[src/rtl/imem_loader_pkg.sv]
// Shared types and constants for the instruction-memory boot loader.
// Holds the session FSM state encoding, error codes and header width.
// Imported by imem_loader.
package imem_loader_pkg;

    typedef enum logic [2:0] {
        S_IDLE   = 3'd0,
        S_HDR_LO = 3'd1,
        S_HDR_HI = 3'd2,
        S_DATA   = 3'd3,
        S_WRITE  = 3'd4,
        S_DONE   = 3'd5,
        S_ERR    = 3'd6
    } loader_state_e;

    localparam logic [1:0] ERR_NONE = 2'b00;
    localparam logic [1:0] ERR_OVF  = 2'b01;   // header word count exceeds memory depth
    localparam logic [1:0] ERR_TMO  = 2'b10;   // byte stream stalled too long

    localparam int HDR_CNT_W = 16;

endpackage

[src/rtl/imem_loader.sv]
// Boot loader: parses a 2-byte LE word count, packs LE bytes into 32-bit words, writes imem.
// Latency: we_o asserts the cycle after the 4th byte handshake of a word (one WRITE cycle).
// Backpressure: byte_ready_o is high only in HDR_LO/HDR_HI/DATA; it drops for the WRITE cycle.
//
// Ports:
//   clk_i, rst_ni                 clock, synchronous active-low reset
//   start_i                       pulse; starts a session from IDLE/DONE/ERR, ignored while busy
//   byte_valid_i/byte_data_i/byte_ready_o   incoming byte stream handshake
//   we_o/waddr_o/wdata_o          instruction memory write port (waddr_o is a byte address)
//   cpu_rst_no                    core reset, low while loading or after an error
//   busy_o/done_o/err_o/err_code_o  session status
module imem_loader
    import imem_loader_pkg::*;
#(
    parameter int          IMEM_W      = 13,
    parameter int unsigned TIMEOUT_CYC = 1000000
) (
    input  logic              clk_i,
    input  logic              rst_ni,
    input  logic              start_i,
    input  logic              byte_valid_i,
    input  logic [7:0]        byte_data_i,
    output logic              byte_ready_o,
    output logic              we_o,
    output logic [IMEM_W-1:0] waddr_o,
    output logic [31:0]       wdata_o,
    output logic              cpu_rst_no,
    output logic              busy_o,
    output logic              done_o,
    output logic              err_o,
    output logic [1:0]        err_code_o
);

    localparam int unsigned DEPTH = 32'd1 << (IMEM_W - 2);

    loader_state_e          r_state;
    loader_state_e          w_state_nxt;

    logic [HDR_CNT_W-1:0]   r_word_cnt;
    logic [HDR_CNT_W-1:0]   r_word_idx;
    logic [1:0]             r_byte_cnt;
    logic [31:0]            r_asm;
    logic [31:0]            r_tmo;
    logic [1:0]             r_err_code;

    logic                   w_rdy;
    logic                   w_hs;
    logic                   w_tmo_hit;
    logic                   w_new_sess;
    logic [HDR_CNT_W-1:0]   w_hdr_cnt;
    logic                   w_hdr_ovf;
    logic                   w_last;
    logic                   w_err_set;
    logic [1:0]             w_err_val;

    assign w_rdy      = (r_state == S_HDR_LO) || (r_state == S_HDR_HI) || (r_state == S_DATA);
    assign w_hs       = w_rdy && byte_valid_i;
    // Stall counter trips on the cycle whose increment would reach the limit,
    // so ERR is entered exactly TIMEOUT_CYC cycles after the last accepted byte.
    assign w_tmo_hit  = (TIMEOUT_CYC != 32'd0) && w_rdy && !w_hs
                        && ((r_tmo + 32'd1) == TIMEOUT_CYC);
    assign w_new_sess = start_i && ((r_state == S_IDLE) || (r_state == S_DONE) || (r_state == S_ERR));

    // Full count as it will be once the high header byte is taken this cycle.
    assign w_hdr_cnt  = {byte_data_i, r_word_cnt[7:0]};
    assign w_hdr_ovf  = 32'(w_hdr_cnt) > DEPTH;
    assign w_last     = (r_word_idx + 16'd1) == r_word_cnt;

    // Next-state and outputs
    always_comb begin
        w_state_nxt  = r_state;
        w_err_set    = 1'b0;
        w_err_val    = ERR_NONE;
        we_o         = 1'b0;
        busy_o       = 1'b0;
        done_o       = 1'b0;
        err_o        = 1'b0;
        cpu_rst_no   = 1'b0;

        case (r_state)
            S_IDLE: begin
                cpu_rst_no = 1'b1;
                if (start_i) w_state_nxt = S_HDR_LO;
            end
            S_HDR_LO: begin
                busy_o = 1'b1;
                if (w_hs) begin
                    w_state_nxt = S_HDR_HI;
                end else if (w_tmo_hit) begin
                    w_state_nxt = S_ERR;
                    w_err_set   = 1'b1;
                    w_err_val   = ERR_TMO;
                end
            end
            S_HDR_HI: begin
                busy_o = 1'b1;
                if (w_hs) begin
                    if (w_hdr_cnt == '0) begin
                        w_state_nxt = S_DONE;
                    end else if (w_hdr_ovf) begin
                        w_state_nxt = S_ERR;
                        w_err_set   = 1'b1;
                        w_err_val   = ERR_OVF;
                    end else begin
                        w_state_nxt = S_DATA;
                    end
                end else if (w_tmo_hit) begin
                    w_state_nxt = S_ERR;
                    w_err_set   = 1'b1;
                    w_err_val   = ERR_TMO;
                end
            end
            S_DATA: begin
                busy_o = 1'b1;
                if (w_hs) begin
                    if (r_byte_cnt == 2'd3) w_state_nxt = S_WRITE;
                end else if (w_tmo_hit) begin
                    w_state_nxt = S_ERR;
                    w_err_set   = 1'b1;
                    w_err_val   = ERR_TMO;
                end
            end
            S_WRITE: begin
                busy_o      = 1'b1;
                we_o        = 1'b1;
                w_state_nxt = w_last ? S_DONE : S_DATA;
            end
            S_DONE: begin
                done_o     = 1'b1;
                cpu_rst_no = 1'b1;
                if (start_i) w_state_nxt = S_HDR_LO;
            end
            S_ERR: begin
                err_o = 1'b1;
                if (start_i) w_state_nxt = S_HDR_LO;
            end
            default: begin
                w_state_nxt = S_IDLE;
            end
        endcase
    end

    assign byte_ready_o = w_rdy;
    assign waddr_o      = IMEM_W'({r_word_idx, 2'b00});
    assign wdata_o      = r_asm;
    assign err_code_o   = r_err_code;

    // State register
    always_ff @(posedge clk_i) begin
        if (!rst_ni) begin
            r_state <= S_IDLE;
        end else begin
            r_state <= w_state_nxt;
        end
    end

    // Datapath: header count, word index, byte assembly, stall counter, error code
    always_ff @(posedge clk_i) begin
        if (!rst_ni) begin
            r_word_cnt <= '0;
            r_word_idx <= '0;
            r_byte_cnt <= '0;
            r_asm      <= '0;
            r_tmo      <= '0;
            r_err_code <= ERR_NONE;
        end else begin
            if (w_new_sess) begin
                r_word_cnt <= '0;
                r_word_idx <= '0;
                r_byte_cnt <= '0;
                r_tmo      <= '0;
                r_err_code <= ERR_NONE;
            end

            if (w_hs) begin
                r_tmo <= '0;
                case (r_state)
                    S_HDR_LO: r_word_cnt[7:0]  <= byte_data_i;
                    S_HDR_HI: r_word_cnt[15:8] <= byte_data_i;
                    S_DATA: begin
                        // Shift in from the top: after 4 bytes the first lands in [7:0].
                        r_asm      <= {byte_data_i, r_asm[31:8]};
                        r_byte_cnt <= r_byte_cnt + 2'd1;
                    end
                    default: ;
                endcase
            end else if (w_rdy) begin
                r_tmo <= r_tmo + 32'd1;
            end

            if (r_state == S_WRITE) begin
                r_word_idx <= r_word_idx + 16'd1;
            end

            if (w_err_set) begin
                r_err_code <= w_err_val;
            end
        end
    end

endmodule

[config.mk]
export PLATFORM = sky130hd
export DESIGN_NAME = imem_loader
export DESIGN_NICKNAME = d
export VERILOG_FILES = /design/src/rtl/imem_loader_pkg.sv /design/src/rtl/imem_loader.sv
export SDC_FILE = /design/constraint.sdc
export NUM_CORES = 1
export LEC_CHECK = 0
export ABC_CLOCK_PERIOD_IN_PS = 2900
export CORE_MARGIN = 5
export CORE_UTILIZATION = 30
export DETAILED_ROUTE_END_ITERATION = 10
export GPL_ROUTABILITY_DRIVEN = 1
export HOLD_SLACK_MARGIN = 0.12
export REMOVE_ABC_BUFFERS = 1
export SLEW_MARGIN = 5
export SYNTH_ARGS = -nofsm -noshare
export SYNTH_HDL_FRONTEND = slang
export SYNTH_SLANG_ARGS = --single-unit
[constraint.sdc]
create_clock -name clk_i -period 2.9 [get_ports clk_i]
set_clock_uncertainty 0.15 [all_clocks]
set_input_delay 0.725 -clock clk_i [delete_from_list [all_inputs] [get_ports clk_i]]
set_output_delay 0.725 -clock clk_i [all_outputs]
set_load 0.02 [all_outputs]
# == Word-level counts from Yosys, hierarchy flattened ==
# Index checks and enable logic that the tools add are counted.
# word_totals
out_inout_bits,53
ff_bits,103
# op_classes
muxes,40
n_eq_ne,11
addsub,3
n_reduce_logical,21
bitwise_logic,1
order_cmp,1
# op_table
operator,n
$mux W16,4
$mux W32,2
$add A32 B1 Y32 const B,1
$eq A32 B20 Y1 const B,1
$mux W3,9
$add A16 B1 Y16 const B,1
$eq A16 B16 Y1,1
$gt A16 B12 Y1 const B,1
$logic_not A16 Y1,1
$mux W2,8
$mux W8,2
$pmux W3 S5,1
$mux W1,12
$eq A3 B3 Y1 const B,3
$eq A3 B2 Y1 const B,2
$reduce_bool A2 Y1,3
$reduce_or A2 Y1,3
$logic_and A1 B1 Y1,4
$logic_or A1 B1 Y1,4
$pmux W2 S2,1
$reduce_and A2 Y1,2
$reduce_or A4 Y1,1
$eq A3 B1 Y1 const B,1
$logic_not A3 Y1,1
8 further kinds,8

# == Logic depth before layout (Yosys ltp) ==
# depth
word_depth,11
ltp_mapped,10
ltp_nobuf,8

# == Least setup slack after synthesis ==
# No wires, ideal clock.
# synth_timing
path_kind,register -> register
from,register r_tmo[0]
to,register r_state[0]
required_time_ns,2.620
arrival_time_ns,2.528
setup_ns,0.130
stages_incl_launch_ff,10
n_path_buf,1
slack_ns,0.091
cell_sequence,dfxtp_1 > ha_1 > nand3_1 > or4_1 > clkbuf_1 > nor3_1 > nand3_1 > a2111o_1 > nor2_2 > o41ai_1
# synth_via
elab_chain_len,6
# synth_rtl
element,line,source
"start, declared",imem_loader.sv:43,logic [31:0] r_tmo;
"start signal, assigned",imem_loader.sv:188,r_tmo <= r_tmo + 32'd1;
$add A32 B1 Y32 (*),imem_loader.sv:61,&& ((r_tmo + 32'd1) == TIMEOUT_CYC);
$eq A32 B20 Y1 (*),imem_loader.sv:61,
$logic_and A1 B1 Y1 (*),imem_loader.sv:61,
$mux W3 (*),n/a,
$mux W3 (on tied branches),n/a,
$pmux W3 S5 (*),n/a,
"end signal, assigned",imem_loader.sv:153,r_state <= w_state_nxt;
"end, declared",imem_loader.sv:36,loader_state_e r_state;
# Mark *: on every way between the ends. The rest lies on a longest branch, timed or not.
# A chain may end at the register's enable or synchronous reset.

# == Final worst setup path ==
# layout_timing
from,register r_tmo[1]
to,register r_err_code[0] (netlist: err_code_o[0])
# layout_via
elab_chain_len,7
# layout_rtl
element,line,source
$add A32 B1 Y32 (*),imem_loader.sv:61,
$eq A32 B20 Y1 (*),imem_loader.sv:61,
$logic_and A1 B1 Y1 (*),imem_loader.sv:61,
$mux W1 (*),"imem_loader.sv:89, imem_loader.sv:107, imem_loader.sv:117",
$mux W1 (on tied branches),"imem_loader.sv:87, imem_loader.sv:97",
$pmux W1 S2 (*),imem_loader.sv:80,case (r_state)
$mux W2 or $reduce_bool A2 Y1 (tied branches),n/a,
"end signal, assigned",imem_loader.sv:196,r_err_code <= w_err_val;
"end, declared",imem_loader.sv:44,logic [1:0] r_err_code;
# Marks and branches as above.

==> impl_metrics.toml <==
[sta]
final-setup-viol-count = 0
relSlewSlack = 0.631
fmax_ghz = 0.356
final.hold.worst_slack_ns = 0.304
finalCritPeriodShare = 0.967
hold_violations = 0
worstMarginPinSlew_ns = 0.549
finalCriticalPeriod_ns = 2.81
grt_setup_unrepaired = "no"
totalNegativeSetupSlack_ns = 0
timing.final.max_slew_violations = 0
layout_setup_ws_ns = 0.0944

[hold_path]
min_delay_endpoint = "wdata_o[1]$_SDFFE_PN0P_"
holdCritStartpoint = "wdata_o[1]$_SDFFE_PN0P_"
hold_depth = 2
min_path_type = "register to register"

[final_layout]
fin_area_mm2 = 0.00719
final_core_utilization = 0.383
finalNonFillerCells = 1084
insertedDiodeCount = 0
ratio_of_cells_with_drive_above_1_in_the_final_layout = 0.116
most_used_cells_in_the_layout_excluding_fill_and_tap_cells = "sky130_fd_sc_hd__nand2_1, sky130_fd_sc_hd__a21oi_1, sky130_fd_sc_hd__dfxtp_1"
fillers = 1949
most_common_cell_after_layout_fill_and_taps_aside = "sky130_fd_sc_hd__nand2_1"
design.final.nets = 861
area.growth.synth_to_final_pct = 25.5

[worst_setup_path]
timing.critical_path.buf_inv = 2
critPathLaunchType = "register"
cp_slowest_stage_delay_ns = 0.62
timing.critical_path.to_type = "register"
timing.critical_path.slowest_stage_cell = "sky130_fd_sc_hd__or4_1"
crit_arrival_ns = 2.90
critical_path.top_delay_family = "simple AND/OR/NAND/NOR gates"
critical_path_cell_count = 9
cp_common_cell = "sky130_fd_sc_hd__buf_4"
data_required_time_of_the_critical_path_ns = 2.99
path_depth_of_the_worst_reg2reg_path = 9
r2r_start = "r_tmo[1]$_SDFFE_PP0P_"
crit_path_cell_trace = "buf_4 > nand4_4 > buf_4 > or3_1 > or4_1 > a22oi_1 > nand4b_1 > nor2_2 > o32ai_1"
critical_path_class = "register to register"
critical_path.reg2reg.endpoint = "err_code_o[0]$_SDFFE_PN0P_"
biggest_fanout_along_the_worst_timing_path = 7
setup.reg_to_reg.worst_slack_ns = 0.09

[synth]
synth_area_per_cell_um2 = 7.38
synth.top_cells.by_area = "sky130_fd_sc_hd__dfxtp_1, sky130_fd_sc_hd__a21oi_1, sky130_fd_sc_hd__nand2_1, sky130_fd_sc_hd__nor2_1, sky130_fd_sc_hd__o21ai_0"
synth_top_cell_by_area = "sky130_fd_sc_hd__dfxtp_1"
synthDominantCellAreaShare = 0.360
synth_cell_types = 59
synth_flop_cell = "sky130_fd_sc_hd__dfxtp_1"
synth_edf_count = 0
yosysWarnings = 0
synth_sequential_area_ratio = 0.360
synth_instances = 776
synth.ff_latch_count = 103
synth_async_sr_flop_share = 0
syn_area_mm2 = 0.00573

[placed_design]
pre_cts_setup_slack_ns = 0.0187
portBuffers = 62
placed_cell_area_mm2 = 0.00685
placed_cells_incl_taps = 1068
hpwl_detailed_um = 11900
finalWeightedCongestion = 0.854

[cts]
cts.sink_count = 103
cts.reportedPaths.clkPinSlew_ns = 0.08
h-tree-depth = 3
holdBufCountCts = 0
post_cts.repair.setup_buffers = 0
ctsRootBufferMaster = "sky130_fd_sc_hd__clkbuf_16"
ctsLongestPathBuffers = 2
numCtsBuffers = 9
clk-insertion-delay-late_ns = 0.36
tritoncts = "built"

[pwr]
report.power.total_mw = 4.16
total_leakage_power_nw = 2.46
power.ir.vdd_worst_mv = 0.294
power_per_cell_area_mw_per_mm2 = 578

[drt]
drc_errors = 0
route.antenna.remaining_nets = 0
first_pass_iters = 5
route.vias.total = 5743
routed_wirelength_um = 16800
dr.first_iter.drc_count = 359
viasPerCell = 5.30
route.detailed.wl_per_inst_um = 15.5

[grt]
grt_remaining_overflow = 0
grt_pass1_vias = 5352
grt_max_degree = 54
grt_first_pass_wirelength_um = 27600
number_of_antenna_violations_at_the_first_check_in_global_routing = 0
grt_use_total = 0.152

[floorplan]
design.die.area_mm2 = 0.0220
die_x_um = 148
core_region_area_mm2 = 0.0188
initial_utilization = 0.305
dieHeight_um = 148
num_io_pins = 65
placementRows = 50

[flow_run]
max_cap_violation_count = 0

[run_status]
outcome = "finished clean"
[state kept, by name, indices dropped and copies added (netlist names)]
signal	flops
r_word_idx	16
err_code_o	2
r_tmo	32
r_word_cnt	16
r_state	3
r_byte_cnt	2
wdata_o	32
[final cells by class]
type	instances	area (µm²)	area share
Multi-Input combinational cell	593	3310	0.460
Sequential cell	103	2070	0.287
Timing Repair Buffer	126	1150	0.160
Tap cell	234	293	0.0407
Clock buffer	9	225	0.0313
Clock inverter	7	97.6	0.0136
Inverter	12	45.0	0.00627
[what timing repair did]
item,in CTS,in global routing
endpoints found under the setup margin,0,9
resized for setup,0,6
endpoints found under the hold margin,0,0
[metal layers]
metal,part of all wire,GRT usage
met4,0.014,0.0420
met1,0.48,0.209
met3,0.043,0.0305
met2,0.46,0.243
met5,0,0
[worst max-delay path by stage]
stage | from | end | slack (ns)
final | r_tmo[1]$_SDFFE_PP0P_ | err_code_o[0]$_SDFFE_PN0P_ | 0.09
after global routing | r_tmo[1]$_SDFFE_PP0P_ | r_state[0]$_SDFFE_PN0P_ | 0.01
after CTS | r_state[2]$_SDFFE_PN0P_ | done_o | 0.02
after detailed placement | byte_data_i[7] | r_state[1]$_SDFFE_PN0P_ | 0.02
after global placement | byte_data_i[7] | r_state[1]$_SDFFE_PN0P_ | 0.01
after floorplan | r_tmo[0]$_SDFFE_PP0P_ | err_code_o[0]$_SDFFE_PN0P_ | -0.10
[cell families after synthesis]
kind of cell / after synthesis / share of synthesized area
compound gates: 203 / 0.210
xor+xnor: 31 / 0.0474
fa+ha+maj: 4 / 0.00873
buf+inv: 81 / 0.0648
flops: 103 / 0.360
mux: 1 / 0.00196
other cells: 1 / 0.000654
simple gates: 352 / 0.307
[synthesized netlist by cell type, drive strengths merged (12+ instances only)]
library cell,number
nand2,124
dfxtp,103
a21oi,102
nor2,59
nand3,42
o21ai,42
clkbuf,40
buf,29
nand4,21
nor3,20
xnor2,20
nor4,19
inv,12
or3,12
[where the power goes]
part	switching (mW)	internal [mW]
Clock	0.639	0.701
Sequential	0.0530	1.46
Combinational	0.853	0.447
[tightest hold or removal path: cells and delay by family, from the launching register on]
kind / cells / cell delay [ns]
compound gates: 1 / 0.05
simple gates: 1 / 0.05
flops: 1 / 0.31
Power figures use the tool's default switching activity.
